### config.mk
export PLATFORM = sky130hd
export DESIGN_NAME = bar_graph_renderer
export DESIGN_NICKNAME = d
export VERILOG_FILES = /design/src/rtl/bar_graph_renderer.sv
export SDC_FILE = /design/constraint.sdc
export NUM_CORES = 1
export LEC_CHECK = 0
export CAP_MARGIN = 20
export CORE_MARGIN = 2
export CORE_UTILIZATION = 63
export DETAILED_ROUTE_END_ITERATION = 10
export PLACE_DENSITY_LB_ADDON = 0.25
export SYNTH_ARGS = -nofsm -noshare
export SYNTH_HDL_FRONTEND = slang
export SYNTH_SLANG_ARGS = --single-unit
### constraint.sdc
create_clock -name Clk -period 4.8 [get_ports Clk]
set_input_delay 0.48 -clock Clk [delete_from_list [all_inputs] [get_ports Clk]]
set_output_delay 0.48 -clock Clk [all_outputs]
set_load 0.03 [all_outputs]
### src/rtl/bar_graph_renderer.sv
`default_nettype none
// ============================================================================
//  Module   : bar_graph_renderer
//  Purpose  : N-bar spectrum overlay for the VGA path with frame-synchronous
//             height latching and a peak-hold marker per bar.
//  Revision : 1.0 - initial release
// ============================================================================
module bar_graph_renderer #(
    parameter int NUM_BARS   = 10,
    parameter int BAR_WIDTH  = 53,
    parameter int BAR_GAP    = 10,
    parameter int X_START    = 10,
    parameter int SCREEN_H   = 480,
    parameter int HEIGHT_W   = 9,
    parameter int PEAK_HOLD  = 30,
    parameter int PEAK_DECAY = 4,
    parameter int IDX_W      = (NUM_BARS > 1) ? $clog2(NUM_BARS) : 1
) (
    input  logic                Clk,
    input  logic                Reset,
    input  logic                Frame_Start,
    input  logic                Height_Valid,
    input  logic [IDX_W-1:0]    Height_Idx,
    input  logic [HEIGHT_W-1:0] Height_Data,
    input  logic [9:0]          DrawX,
    input  logic [9:0]          DrawY,
    output logic [7:0]          Red,
    output logic [7:0]          Green,
    output logic [7:0]          Blue
);

    localparam int c_PITCH  = BAR_WIDTH + BAR_GAP;
    localparam int c_HOLD_W = $clog2(PEAK_HOLD + 1);

    logic [HEIGHT_W-1:0] r_shadow [NUM_BARS];
    logic [HEIGHT_W-1:0] r_active [NUM_BARS];
    logic [HEIGHT_W-1:0] r_peak   [NUM_BARS];
    logic [c_HOLD_W-1:0] r_hold   [NUM_BARS];

    logic [HEIGHT_W-1:0] w_clamped;
    logic                w_idx_ok;

    assign w_clamped = (32'(Height_Data) > SCREEN_H) ? HEIGHT_W'(SCREEN_H) : Height_Data;
    assign w_idx_ok  = (32'(Height_Idx) < NUM_BARS);

    // Shadow writes and the frame copy share an edge, so the copy naturally
    // sees the pre-write shadow value.
    always_ff @(posedge Clk) begin
        if (Reset) begin
            for (int i = 0; i < NUM_BARS; i++) begin
                r_shadow[i] <= '0;
                r_active[i] <= '0;
                r_peak[i]   <= '0;
                r_hold[i]   <= '0;
            end
        end else begin
            if (Height_Valid && w_idx_ok)
                r_shadow[Height_Idx] <= w_clamped;
            if (Frame_Start) begin
                for (int i = 0; i < NUM_BARS; i++) begin
                    r_active[i] <= r_shadow[i];
                    if (r_shadow[i] >= r_peak[i]) begin
                        r_peak[i] <= r_shadow[i];
                        r_hold[i] <= c_HOLD_W'(PEAK_HOLD);
                    end else if (r_hold[i] != '0) begin
                        r_hold[i] <= r_hold[i] - 1'b1;
                    end else if (32'(r_peak[i]) > PEAK_DECAY) begin
                        r_peak[i] <= ((r_peak[i] - HEIGHT_W'(PEAK_DECAY)) > r_shadow[i])
                                   ? (r_peak[i] - HEIGHT_W'(PEAK_DECAY)) : r_shadow[i];
                    end else begin
                        r_peak[i] <= r_shadow[i];
                    end
                end
            end
        end
    end

    // Stage 1: horizontal bar decode
    logic             w_hit;
    logic [IDX_W-1:0] w_bar;
    logic [31:0]      w_x_ext;

    assign w_x_ext = {22'd0, DrawX};

    always_comb begin
        w_hit = 1'b0;
        w_bar = '0;
        for (int i = NUM_BARS - 1; i >= 0; i--) begin
            if (w_x_ext >= 32'(X_START + i * c_PITCH) &&
                w_x_ext <= 32'(X_START + i * c_PITCH + BAR_WIDTH)) begin
                w_hit = 1'b1;
                w_bar = IDX_W'(i);
            end
        end
    end

    logic             r_s1_vld;
    logic             r_s1_hit;
    logic [IDX_W-1:0] r_s1_bar;
    logic [9:0]       r_s1_x;
    logic [9:0]       r_s1_y;

    always_ff @(posedge Clk) begin
        if (Reset) begin
            r_s1_vld <= 1'b0;
            r_s1_hit <= 1'b0;
            r_s1_bar <= '0;
            r_s1_x   <= '0;
            r_s1_y   <= '0;
        end else begin
            r_s1_vld <= 1'b1;
            r_s1_hit <= w_hit;
            r_s1_bar <= w_bar;
            r_s1_x   <= DrawX;
            r_s1_y   <= DrawY;
        end
    end

    // Stage 2: vertical fill / peak test and colour select
    logic [HEIGHT_W-1:0] w_act;
    logic [HEIGHT_W-1:0] w_pk_h;
    logic [10:0]         w_y;
    logic [10:0]         w_fill_top;
    logic [10:0]         w_pk_top;
    logic                w_fill;
    logic                w_pk;
    logic [7:0]          w_bg_b;

    assign w_act      = r_active[r_s1_bar];
    assign w_pk_h     = r_peak[r_s1_bar];
    assign w_y        = {1'b0, r_s1_y};
    assign w_fill_top = 11'(SCREEN_H) - 11'(w_act);
    assign w_pk_top   = 11'(SCREEN_H) - 11'(w_pk_h);
    assign w_fill     = r_s1_hit && (w_act != '0) && (w_y >= w_fill_top) && (w_y < 11'(SCREEN_H));
    assign w_pk       = r_s1_hit && (w_pk_h != '0) && (w_y >= w_pk_top) &&
                        (w_y <= w_pk_top + 11'd1) && (w_y < 11'(SCREEN_H));
    assign w_bg_b     = 8'h7F - {1'b0, r_s1_x[9:3]};

    always_ff @(posedge Clk) begin
        if (Reset || !r_s1_vld) begin
            Red   <= 8'h00;
            Green <= 8'h00;
            Blue  <= 8'h00;
        end else if (w_pk) begin
            Red   <= 8'hFF;
            Green <= 8'hFF;
            Blue  <= 8'hFF;
        end else if (w_fill) begin
            Red   <= 8'hFF;
            Green <= 8'h55;
            Blue  <= 8'h00;
        end else begin
            Red   <= 8'h00;
            Green <= 8'h00;
            Blue  <= w_bg_b;
        end
    end

endmodule
`default_nettype wire
After elaboration in Yosys (flattened, before gate mapping)
Memories as Yosys holds them, arrays and structs flattened.
Index checks and enable logic that the tools add are counted.
{"block": "op_classes", "order_cmp": 56, "add_sub_neg": 24, "reduce_logical": 37, "bitwise_logic": 60, "n_mux": 318}
{"cell": "9-bit two-way mux", "count": 52}
{"cell": "1-bit two-way mux", "count": 231}
{"cell": "5-bit two-way mux", "count": 20}
{"cell": "9-bit greater-or-equal comparator", "count": 10}
{"cell": "9-bit by 3-bit > comparator with 1-bit output, second input constant", "count": 10}
{"cell": "9-bit > comparator", "count": 10}
{"cell": "9-bit by 3-bit subtractor with 9-bit output, second input constant", "count": 10}
{"cell": "1-bit OR", "count": 60}
{"cell": "5-bit nonzero test", "count": 10}
{"cell": "5-bit by 1-bit subtractor with 5-bit output, second input constant", "count": 10}
{"cell": "10-bit by 9-bit greater-or-equal comparator with 1-bit output, second input constant", "count": 4}
{"cell": "10-bit by 9-bit <= comparator with 1-bit output, second input constant", "count": 4}
{"cell": "8-bit two-way mux", "count": 5}
{"cell": "10-bit by 11-bit greater-or-equal comparator with 1-bit output", "count": 2}
{"cell": "10-bit greater-or-equal comparator, second input constant", "count": 2}
{"cell": "10-bit by 8-bit greater-or-equal comparator with 1-bit output, second input constant", "count": 2}
{"cell": "10-bit <= comparator, second input constant", "count": 2}
{"cell": "10-bit by 8-bit <= comparator with 1-bit output, second input constant", "count": 2}
{"cell": "9-bit by 9-bit subtractor with 10-bit output, first input constant", "count": 2}
{"cell": "1-bit logical AND", "count": 18}
{"cell": "9-bit nonzero test", "count": 2}
{"cell": "9-bit OR reduction", "count": 2}
{"cell": "3-bit two-way mux", "count": 4}
{"cell": "4-bit two-way mux", "count": 3}
{"cell": "other kinds (17)", "count": 18}
{"block": "word_totals", "mem_count": 4, "mem_bits_rw": 320, "register_bits": 50, "in_bits": 37, "output_inout_bits": 24, "elab_cells": 510}
{"name": "r_active", "depth": 10, "word_bits": 9, "rd": 1, "rd_clocked_by_memory_dff": 0, "wr": 10, "line": "36", "source": "logic [HEIGHT_W-1:0] r_active [NUM_BARS];"}
{"name": "r_peak", "depth": 10, "word_bits": 9, "rd": 11, "rd_clocked_by_memory_dff": 0, "wr": 10, "line": "37", "source": "logic [HEIGHT_W-1:0] r_peak [NUM_BARS];"}
{"name": "r_shadow", "depth": 10, "word_bits": 9, "rd": 10, "rd_clocked_by_memory_dff": 0, "wr": 10, "line": "35", "source": "logic [HEIGHT_W-1:0] r_shadow [NUM_BARS];"}
{"name": "r_hold", "depth": 10, "word_bits": 5, "rd": 10, "rd_clocked_by_memory_dff": 0, "wr": 10, "line": "38", "source": "logic [c_HOLD_W-1:0] r_hold [NUM_BARS];"}

Longest topological paths before layout
Gate-level depths: netlist of run 1.
{"block": "depth", "depth_word": 12, "ltp_mapped": 22}

Least setup slack after synthesis of run 1
Ideal clock, no wire load.
{"block": "synth_timing", "path_kind": "reg2reg", "start": "register r_s1_bar[0]", "end": "register Blue[0]", "arrival_ps": 4288, "path_stages_with_launch": 23, "slack_ps": 375, "setup_ps": 136, "cell_sequence": "dfxtp_1 > buf_6 > buf_12 > buf_12 > buf_6 > mux2_1 > o22ai_1 > o31ai_2 > inv_1 > ha_1 > inv_1 > nor4b_4 > nor2_1 > xnor2_1 > nand2_1 > nor4bb_1 > xnor2_1 > ha_1 > nand3_1 > o32a_1 > o21ai_0 > nor4b_4 > o22ai_1"}
{"block": "synth_between", "elab_chain_cells": 7}
{"item": "start: declaration", "line": "99", "source": "logic [IDX_W-1:0] r_s1_bar;"}
{"item": "start signal: assignment", "line": "113", "source": "r_s1_bar <= w_bar;"}
{"item": "memory read 10 x 9 bit (on tied branches)"}
{"item": "9-bit by 9-bit subtractor with 10-bit output (tied with other cells)", "line": "133", "source": "assign w_pk_top = 11'(SCREEN_H) - 11'(w_pk_h);"}
{"item": "10-bit by 2-bit adder with 11-bit output (tied with other cells)", "line": "136", "source": "(w_y <= w_pk_top + 11'd1) && (w_y < 11'(SCREEN_H));"}
{"item": "10-bit by 11-bit <= comparator with 1-bit output (tied with other cells)", "line": "136"}
{"item": "1-bit logical AND (on tied branches)", "line": "135, 134"}
{"item": "1-bit logical AND or 8-bit two-way mux (tied branches)", "line": "136, 148"}
{"item": "8-bit two-way mux *", "line": "144", "source": "end else if (w_pk) begin"}
{"item": "end signal: assignment", "line": "155", "source": "Blue <= w_bg_b;"}
{"item": "end: declaration", "line": "29", "source": "output logic [7:0] Blue"}
Mark *: on every way between the ends. The rest lies on a longest branch, timed or not.
A chain may end at the register's enable or synchronous reset.

Worst setup path after layout of run 1
{"block": "layout_timing", "start": "register r_s1_bar[0]", "end": "register Blue[6]"}
The elaborated chain is that of the path after synthesis.

==> results of run 1 <==
## cell families (layout without fill, tap and decap cells)
group,Yosys count,in the layout
compound gates,494,494
xor+xnor,82,82
fa+ha+maj,244,244
buf+inv,328,410
flops,352,352
mux,82,82
simple gates,701,701
## registers in the layout, indices dropped and copies added (netlist names), 4 cells and up
| name | flops |
|---|---|
| r_active | 90 |
| r_hold | 50 |
| r_s1_bar | 4 |
| r_peak | 90 |
| r_shadow | 90 |
| r_s1_y | 10 |
| Blue | 7 |
| r_s1_x | 7 |
## layout make-up
cell class	count	area [um2]
fillers	2797	11000
multi-input cells	1603	11700
well taps	468	586
clock inverters	20	149
inverters	247	927
clock buffers	52	1120
flip-flops and latches	352	10300
repair buffers	91	847
## per-layer routing
layer | global-route usage (%) | wire length (um) | vias to the layer above
met4 | 14.9 | 3180 | 0
li1 | - | - | 8380
met1 | 44.8 | 26500 | 8641
met5 | 0 | 0 | -
met2 | 52.4 | 28100 | 887
met3 | 6.74 | 5640 | 185
## cell usage after synthesis (all sizes together), types with 24 or more instances
| cell type | number | share of area [%] |
|---|---|---|
| edfxtp | 320 | 41 |
| nor2 | 247 | 4.0 |
| inv | 246 | 4.0 |
| ha | 244 | 13 |
| nand2 | 133 | 2.1 |
| a21oi | 110 | 2.4 |
| o21ai | 94 | 2.0 |
| nor3 | 85 | 1.8 |
| nand3 | 60 | 1.3 |
| xnor2 | 55 | 2.1 |
| clkbuf | 52 | 0.84 |
| o21a | 52 | 1.7 |
| nand2b | 40 | 1.1 |
| nor2b | 40 | 1.1 |
| mux2i | 36 | 1.5 |
| a21o | 35 | 1.1 |
| a211oi | 34 | 1.1 |
| dfxtp | 32 | 2.8 |
| buf | 29 | 1.0 |
| xor2 | 27 | 1.0 |
| o211ai | 26 | 0.84 |
| mux2 | 24 | 1.2 |
## power groups by stage
stage | sequential, mW | combinational [mW] | clock [mW]
6_report | 3.95 | 2.57 | 3.01
5_1_grt | 3.97 | 2.85 | 3.15
4_1_cts | 3.94 | 2.52 | 3.03
3_5_place_dp | 4.00 | 2.49 | 0
3_3_place_gp | 3.99 | 2.41 | 0
2_1_floorplan | 3.88 | 1.87 | 0
## metrics by stage
step	setup slack, ns	cell area, um2
after global placement	0.144	24300
final	0.289	25600
after floorplan	0.375	23300
after global routing	0.00867	25600
after CTS	0.112	25500
after detailed placement	-0.0242	24300
## what timing repair did
item                       in CTS  in global routing
pin swaps                       1                  1
resized for setup               0                  2
setup buffers                   1                  1
setup endpoints to repair       7                  9
## critical path, delay by kind of cell (launching register included)
kind	cells	cell delay, ns
simple gates	6	1.37
compound gates	5	0.83
fa+ha+maj	2	0.54
flops	1	0.49
buf+inv	3	0.40
mux	1	0.38
xor+xnor	2	0.35
## how the worst min path moves through the flow
stage	startpoint	endpoint	slack (ns)	depth (start not counted)
2_1_floorplan	r_s1_x[3]	Blue[0]	0.39	1
4_1_cts	r_s1_x[6]	Blue[3]	0.40	1
6_report	r_s1_x[3]	Blue[0]	0.40	1
3_5_place_dp	r_s1_x[6]	Blue[3]	0.39	1
3_3_place_gp	r_s1_x[3]	Blue[0]	0.40	1
5_1_grt	r_s1_x[6]	Blue[3]	0.41	1
==> impl_metrics.ini, run 1 <==
[global_routing]
grt_pass1_wl_mm = 98.6
gr-total-overflow = 0
antenna_found_initial = 0
grt_max_degree = 51
grt_usage_pct = 33.3
grt_pass1_vias = 17500

[worst_setup_path]
rrSetupSlack_ns = 0.29
cp_max_fo = 12
r2r-end = Blue[6]
required_ns = 5.24
cp_slowest_stage_delay_ns = 0.49
crit_chain = mux2_2, o22ai_1, o31ai_2, inv_1, ha_1, inv_1, nor4b_4, nor2_1, xnor2_2, nand2_1, nor4bb_1, xnor2_1, ha_1, nand3_1, a21oi_1, o21ai_0, nor4b_4, buf_4, o22ai_1
crit_path_end = Blue[6]
critPathKind = reg2reg
cp_slowest_cell = dfxtp_4
arrival_ns = 4.95
cp-start-kind = register
cp-end-kind = register
r2r_cells = 19
r2r-start = r_s1_bar[0]
startpoint = r_s1_bar[0]

[sta]
fmax_mhz = 222
slew_headroom_pct = 21.5
rsz0062_at_grt = false
clock_skew_ns = 0.0147
hold_viol = 0
holdWs_ns = 0.404
setup_tns_ns = 0
setup_viol = 0
slew_violations = 0
timing.final.crit_share_pct = 94.0
fin_crit_ns = 4.51
tightest_slew_ns = 1.17

[synthesis]
yosys.area_share.simple_pct = 14.4
synth_mux_area_share_pct = 4.84
netlist_instances = 2283
dominantRegCellSynth = edfxtp_1
ys_seq_area_share_pct = 44.1
netlist_area_um2 = 23300
synth_adder_area_share_pct = 13.1
syn_area_per_cell_um2 = 10.2
synth-compound-area-share_pct = 14.6
synth_enable_flop_cells = 320
ys_warn_count = 0
syn_nets = 2564
synth_top_family_by_area = compound AO/OA/AOI/OAI gates
synth-seq-cells = 352
synth-async-reset-ratio_pct = 0
synth_xor_xnor_area_share_pct = 3.09
ys_types = 87

[placement]
dpl.hpwl_mm = 47.2
post-place-cells = 2758
port_buffers = 60
place_congestion = 0.969

[power]
pwr-share-clk_pct = 31.6
power.total_mw = 9.52
p_seq_share_pct = 41.5
power.net_switching_mw = 3.12
sw_frac_of_total_pct = 32.7
irDropWorstVdd_mv = 0.283
p_int_mw = 6.41
p_leak_nw = 10.4
combPwrFrac_pct = 27.0
power_density_nw_per_um2 = 373

[floorplan]
row_count = 70
die_h_um = 196
ios = 61
die_area_um2 = 38500
initial_core_util_pct = 63.7
coreArea_um2 = 36500
fp.dieW_um = 196

[layout]
drive_gt1_share_pct = 7.36
diodes = 0
layout_common_cells = edfxtp_1, inv_1, nor2_1
area_growth_syn_to_layout_pct = 9.88
fin_nets = 2617
stdcell_count = 2833
fin_util_pct = 70.0
final_common_cell = edfxtp_1

[clock_network]
cts_max_level = 2
cts_buffers = 41
cts_hold_buf = 0
clk_pin_slew_ns = 0.07
clock-root-buffer = clkbuf_16
clk_path_buf_depth = 3
clkLatencyLatePin_ns = 0.57
cts_tree = done
clock-sinks = 352

[drt]
vias = 18100
drt-total-wl_mm = 63.4
drc = 0
wl_per_cell_um = 22.4
drtPass1Iterations = 5
antenna_left = 0
viasPerCell = 6.39
drt_iter0_drc = 1735

[run]
cap_violations = 0

[worst_hold_path]
hold_path_class = reg2reg

[outcome]
status = completed
Note: power is estimated with default switching activity, not from simulation.
==> run 2: changes to the inputs <==
- GPL_TIMING_DRIVEN: default -> 0
- clock period: 4.8 -> 4.89 ns (I/O delays scaled with it)
==> impl_metrics.ini, run 2 (same netlist as run 1, synthesis figures left out) <==
[sta]
setup_viol = 0
setup_tns_ns = 0
fin_crit_ns = 4.81
clock_skew_ns = 0.0152
hold_viol = 0
timing.final.crit_share_pct = 98.4
fmax_mhz = 208
slew_headroom_pct = 19.7
slew_violations = 0
tightest_slew_ns = 1.20
holdWs_ns = 0.394

[global_routing]
grt_pass1_wl_mm = 104
antenna_found_initial = 1
grt_util_met2_pct = 57.3
grt.met3_usage_pct = 6.76
use_met1_pct = 46.9
grt_pass1_vias = 17900
gr-total-overflow = 0
grt_max_degree = 67
grt_usage_pct = 36.1
gr-max-usage-layer = met2

[drt]
drt-total-wl_mm = 68.9
drtPass1Iterations = 6
wl_per_cell_um = 23.9
drt_iter0_drc = 2341
drc = 0
vias = 18700
viasPerCell = 6.46
antenna_left = 0

[floorplan]
die_h_um = 196
initial_core_util_pct = 63.7
coreArea_um2 = 36500
row_count = 70
ios = 61
fp.dieW_um = 196
die_area_um2 = 38500

[clock_network]
clock-sinks = 352
cts_tree = done
clkLatencyLatePin_ns = 0.56
clk_pin_slew_ns = 0.06
clock-root-buffer = clkbuf_16
clk_path_buf_depth = 3
cts_buffers = 39
cts_max_level = 2

[placement]
port_buffers = 58
placed_area_um2 = 24500
place_congestion = 0.994
dpl.hpwl_mm = 51.2

[layout]
stdcell_area_um2 = 26000
diodes = 0
layout_common_cells = edfxtp_1, inv_1, nor2_1
largestRegisters = r_active (90), r_peak (90), r_shadow (90)
drive_gt1_share_pct = 7.89
final_common_cell = edfxtp_1
fin_nets = 2673
area_growth_syn_to_layout_pct = 11.8

[run]
cap_violations = 0

[outcome]
status = completed

[worst_setup_path]
required_ns = 5.27
r2r_cells = 24
cp-start-kind = register
cp-end-kind = register
arrival_ns = 5.20
cp_max_fo = 10
critPathKind = reg2reg

[worst_hold_path]
holdPathStages = 2
hold_path_class = in2reg

[power]
irDropWorstVdd_mv = 0.313
p_leak_nw = 10.6
power_density_nw_per_um2 = 369
## run 2: cell count changes in the layout (fill, tap and decap cells not counted), moves of 3 or more
cell       change
buf_4          -4
bufinv_16      +5
buf_2          +3
buf_1          +3
inv_6          -3
clkbuf_1      +43
clkbuf_2       +3
buf_16         +3
clkinv_1       +4
## run 2: metal layers
layer / wire, um / vias up
met4: 4210 / 2
li1: - / 8510
met5: 15 / -
met3: 6800 / 211
met2: 31200 / 1061
met1: 26700 / 8873
## run 2: timing repair
action,in CTS,in global routing
resized for setup,12,19
gates cloned,0,1
setup buffers,2,6
setup endpoints to repair,49,27
hold buffers,0,0
pin swaps,3,6
## run 2: area by class of cell
cell class                      instances  area, um2
Fill cell                            2656      10500
Sequential cell                       352      10300
Timing Repair Buffer                   68        687
Clock inverter                         22        260
Tap cell                              468        586
Buffer                                 80        468
Multi-Input combinational cell       1604      11800
Clock buffer                           47       1070
Inverter                              247        927
## run 2: per-stage QoR
step	setup slack, ns	power, mW	utilization [%]	std cells
floorplan	0.465	5.64	-	2283
global placement	-0.820	6.30	66.9	2809
detailed placement	-0.879	6.40	67.0	2811
CTS	0.0166	9.48	70.9	2882
global route	-0.00718	10.0	71.2	2888
finish	0.0780	9.58	71.2	2888
## run 2: worst max-delay path: stages (launching register included)
cell	delay, ns
dfxtp_2	0.34
buf_12	0.15
buf_12	0.19
buf_16	0.19
buf_16	0.18
mux2_1	0.34
nand2_1	0.11
o31ai_4	0.08
buf_4	0.18
inv_2	0.10
ha_4	0.18
inv_1	0.08
nor4b_4	0.23
nor2_1	0.10
xnor2_2	0.22
nand2_1	0.11
or3b_1	0.39
o21bai_1	0.21
ha_1	0.27
nand4_1	0.09
o32a_1	0.20
o21ai_2	0.09
nor4b_4	0.29
buf_6	0.17
o32ai_2	0.11
## run 2: path summary, 6_finish.rpt
check | startpoint | to | slack [ns]
setup / recovery | r_s1_bar[0] | Red[6] | 0.08
hold reg to reg | r_s1_x[4] | Blue[1] | 0.40
hold / removal | DrawX[6] | r_s1_x[6] | 0.39
setup reg to reg | r_s1_bar[0] | Red[6] | 0.08
## run 2: report_power, final
| part | internal [mW] | switching, mW | leakage (nW) |
|---|---|---|---|
| clock | 1.87 | 1.22 | 0.652 |
| combinational | 1.04 | 1.59 | 6.28 |
| sequential | 3.60 | 0.259 | 3.62 |
| total | 6.51 | 3.07 | 10.6 |
==> run 3: changes to the inputs <==
- GPL_TIMING_DRIVEN: 0 -> 1
==> impl_metrics.ini, run 3 (same netlist as run 1, synthesis figures left out) <==
[drt]
vias = 18000
drc = 0
drt_iter0_drc = 1653
drt-total-wl_mm = 63.8
drtPass1Iterations = 5
viasPerCell = 6.36
wl_per_cell_um = 22.6
antenna_left = 0

[global_routing]
antenna_found_initial = 0
gr-total-overflow = 0
grt_max_degree = 62
grt_pass1_vias = 17400
grt_pass1_wl_mm = 97.9
grt_usage_pct = 33.2

[power]
p_int_mw = 6.31
power.net_switching_mw = 3.04
p_leak_nw = 10.4
pwr-share-clk_pct = 31.6
p_seq_share_pct = 41.5
irDropWorstVdd_mv = 0.281
sw_frac_of_total_pct = 32.5
combPwrFrac_pct = 26.9
power_density_nw_per_um2 = 366

[outcome]
status = completed

[floorplan]
initial_core_util_pct = 63.7
row_count = 70
coreArea_um2 = 36500
fp.dieW_um = 196
ios = 61
die_h_um = 196
die_area_um2 = 38500

[clock_network]
cts_max_level = 2
clk_pin_slew_ns = 0.08
clk_path_buf_depth = 3
cts_buffers = 39
clkLatencyLatePin_ns = 0.58
clock-root-buffer = clkbuf_16
clock-sinks = 352
cts_hold_buf = 0
cts_tree = done

[sta]
clock_skew_ns = 0.0325
fmax_mhz = 223
setup_tns_ns = 0
hold_viol = 0
setup_viol = 0
timing.final.crit_share_pct = 91.8
rsz0062_at_grt = false
fin_crit_ns = 4.49
slew_headroom_pct = 28.0
tightest_slew_ns = 1.08
slew_violations = 0

[placement]
placed_area_um2 = 24300
dpl.hpwl_mm = 47.4
post-place-cells = 2759
place_congestion = 1.00
port_buffers = 60

[layout]
largestRegisters = r_active (90), r_peak (90), r_shadow (90)
fillerInstances = 2719
stdcell_count = 2829
layout_common_cells = edfxtp_1, inv_1, nor2_1
fin_nets = 2615
area_growth_syn_to_layout_pct = 9.84
final_common_cell = edfxtp_1
stdcell_area_um2 = 25600
drive_gt1_share_pct = 7.12
diodes = 0

[worst_setup_path]
cp_max_fo = 13
cp-end-kind = register
required_ns = 5.36
cp-start-kind = register
critPathKind = reg2reg
arrival_ns = 4.96

[run]
cap_violations = 0

[worst_hold_path]
hold_path_class = reg2reg
## run 3: cell types whose count changed in the layout (fill, tap and decap cells not counted), moves of 3 or more
| cell | change |
|---|---|
| buf_1 | -3 |
| clkbuf_2 | -4 |
| buf_4 | +5 |
| buf_2 | -3 |
| buf_16 | -3 |
| clkbuf_1 | -47 |
| buf_6 | -3 |
## run 3: path summary, 6_finish.rpt
path	depth (start not counted)	start	end	slack, ns
setup / recovery	20	r_s1_bar[0]	Blue[6]	0.40
setup reg to reg	20	r_s1_bar[0]	Blue[6]	0.40
hold / removal	1	r_s1_x[3]	Blue[0]	0.41
hold reg to reg	1	r_s1_x[3]	Blue[0]	0.41
## run 3: repair_timing
| action | in CTS | in global routing |
|---|---|---|
| endpoints found under the setup margin | 0 | 9 |
| resized for setup | 0 | 1 |
| buffers inserted | 0 | 2 |
## run 3: power groups by stage
stage / Sequential [mW] / Clock [mW] / Combinational, mW
floorplan: 3.81 / 0 / 1.84
global placement: 3.93 / 0 / 2.37
detailed placement: 3.93 / 0 / 2.44
CTS: 3.87 / 2.97 / 2.47
global route: 3.90 / 3.08 / 2.80
finish: 3.88 / 2.96 / 2.52
## run 3: layer usage
| layer | GRT usage, % | wire [um] |
|---|---|---|
| met5 | 0 | 0 |
| met4 | 15.3 | 3110 |
| met3 | 5.54 | 5250 |
| met2 | 52.7 | 29000 |
| met1 | 45.1 | 26500 |
## run 3: metrics by stage
stage | hold WS [ns] | util, % | total power [mW] | setup slack, ns
after CTS | 0.409 | 69.9 | 9.32 | 0.0690
after detailed placement | 0.400 | 66.4 | 6.38 | 0.122
after global routing | 0.422 | 70.0 | 9.78 | 0.0860
after floorplan | 0.388 | - | 5.64 | 0.465
final | 0.406 | 70.0 | 9.36 | 0.399
after global placement | 0.392 | 66.4 | 6.30 | 0.221
## run 3: area by class of cell
| cell class | count | area [um2] | area share (%) |
|---|---|---|---|
| clock buffers | 44 | 1020 | 3.98 |
| clock inverters | 24 | 233 | 0.911 |
| inverters | 247 | 927 | 3.63 |
| multi-input cells | 1603 | 11700 | 45.7 |
| flip-flops and latches | 352 | 10300 | 40.1 |
| well taps | 468 | 586 | 2.29 |
| repair buffers | 91 | 863 | 3.38 |
## run 3: critical path, cell delays in order, from the launching register on
cell and delay [ns]:
dfxtp_4 0.50, clkbuf_16 0.25, mux2i_1 0.19, a22o_1 0.23
o31ai_4 0.09, inv_1 0.09, ha_1 0.24, inv_1 0.10
nor4b_4 0.40, nor2_1 0.12, xnor2_2 0.21, nand2_1 0.09
nor4bb_1 0.36, xnor2_1 0.13, ha_1 0.32, nand3_1 0.11
o32a_1 0.38, o21ai_0 0.15, nor4b_4 0.07, buf_4 0.17
o22ai_1 0.17
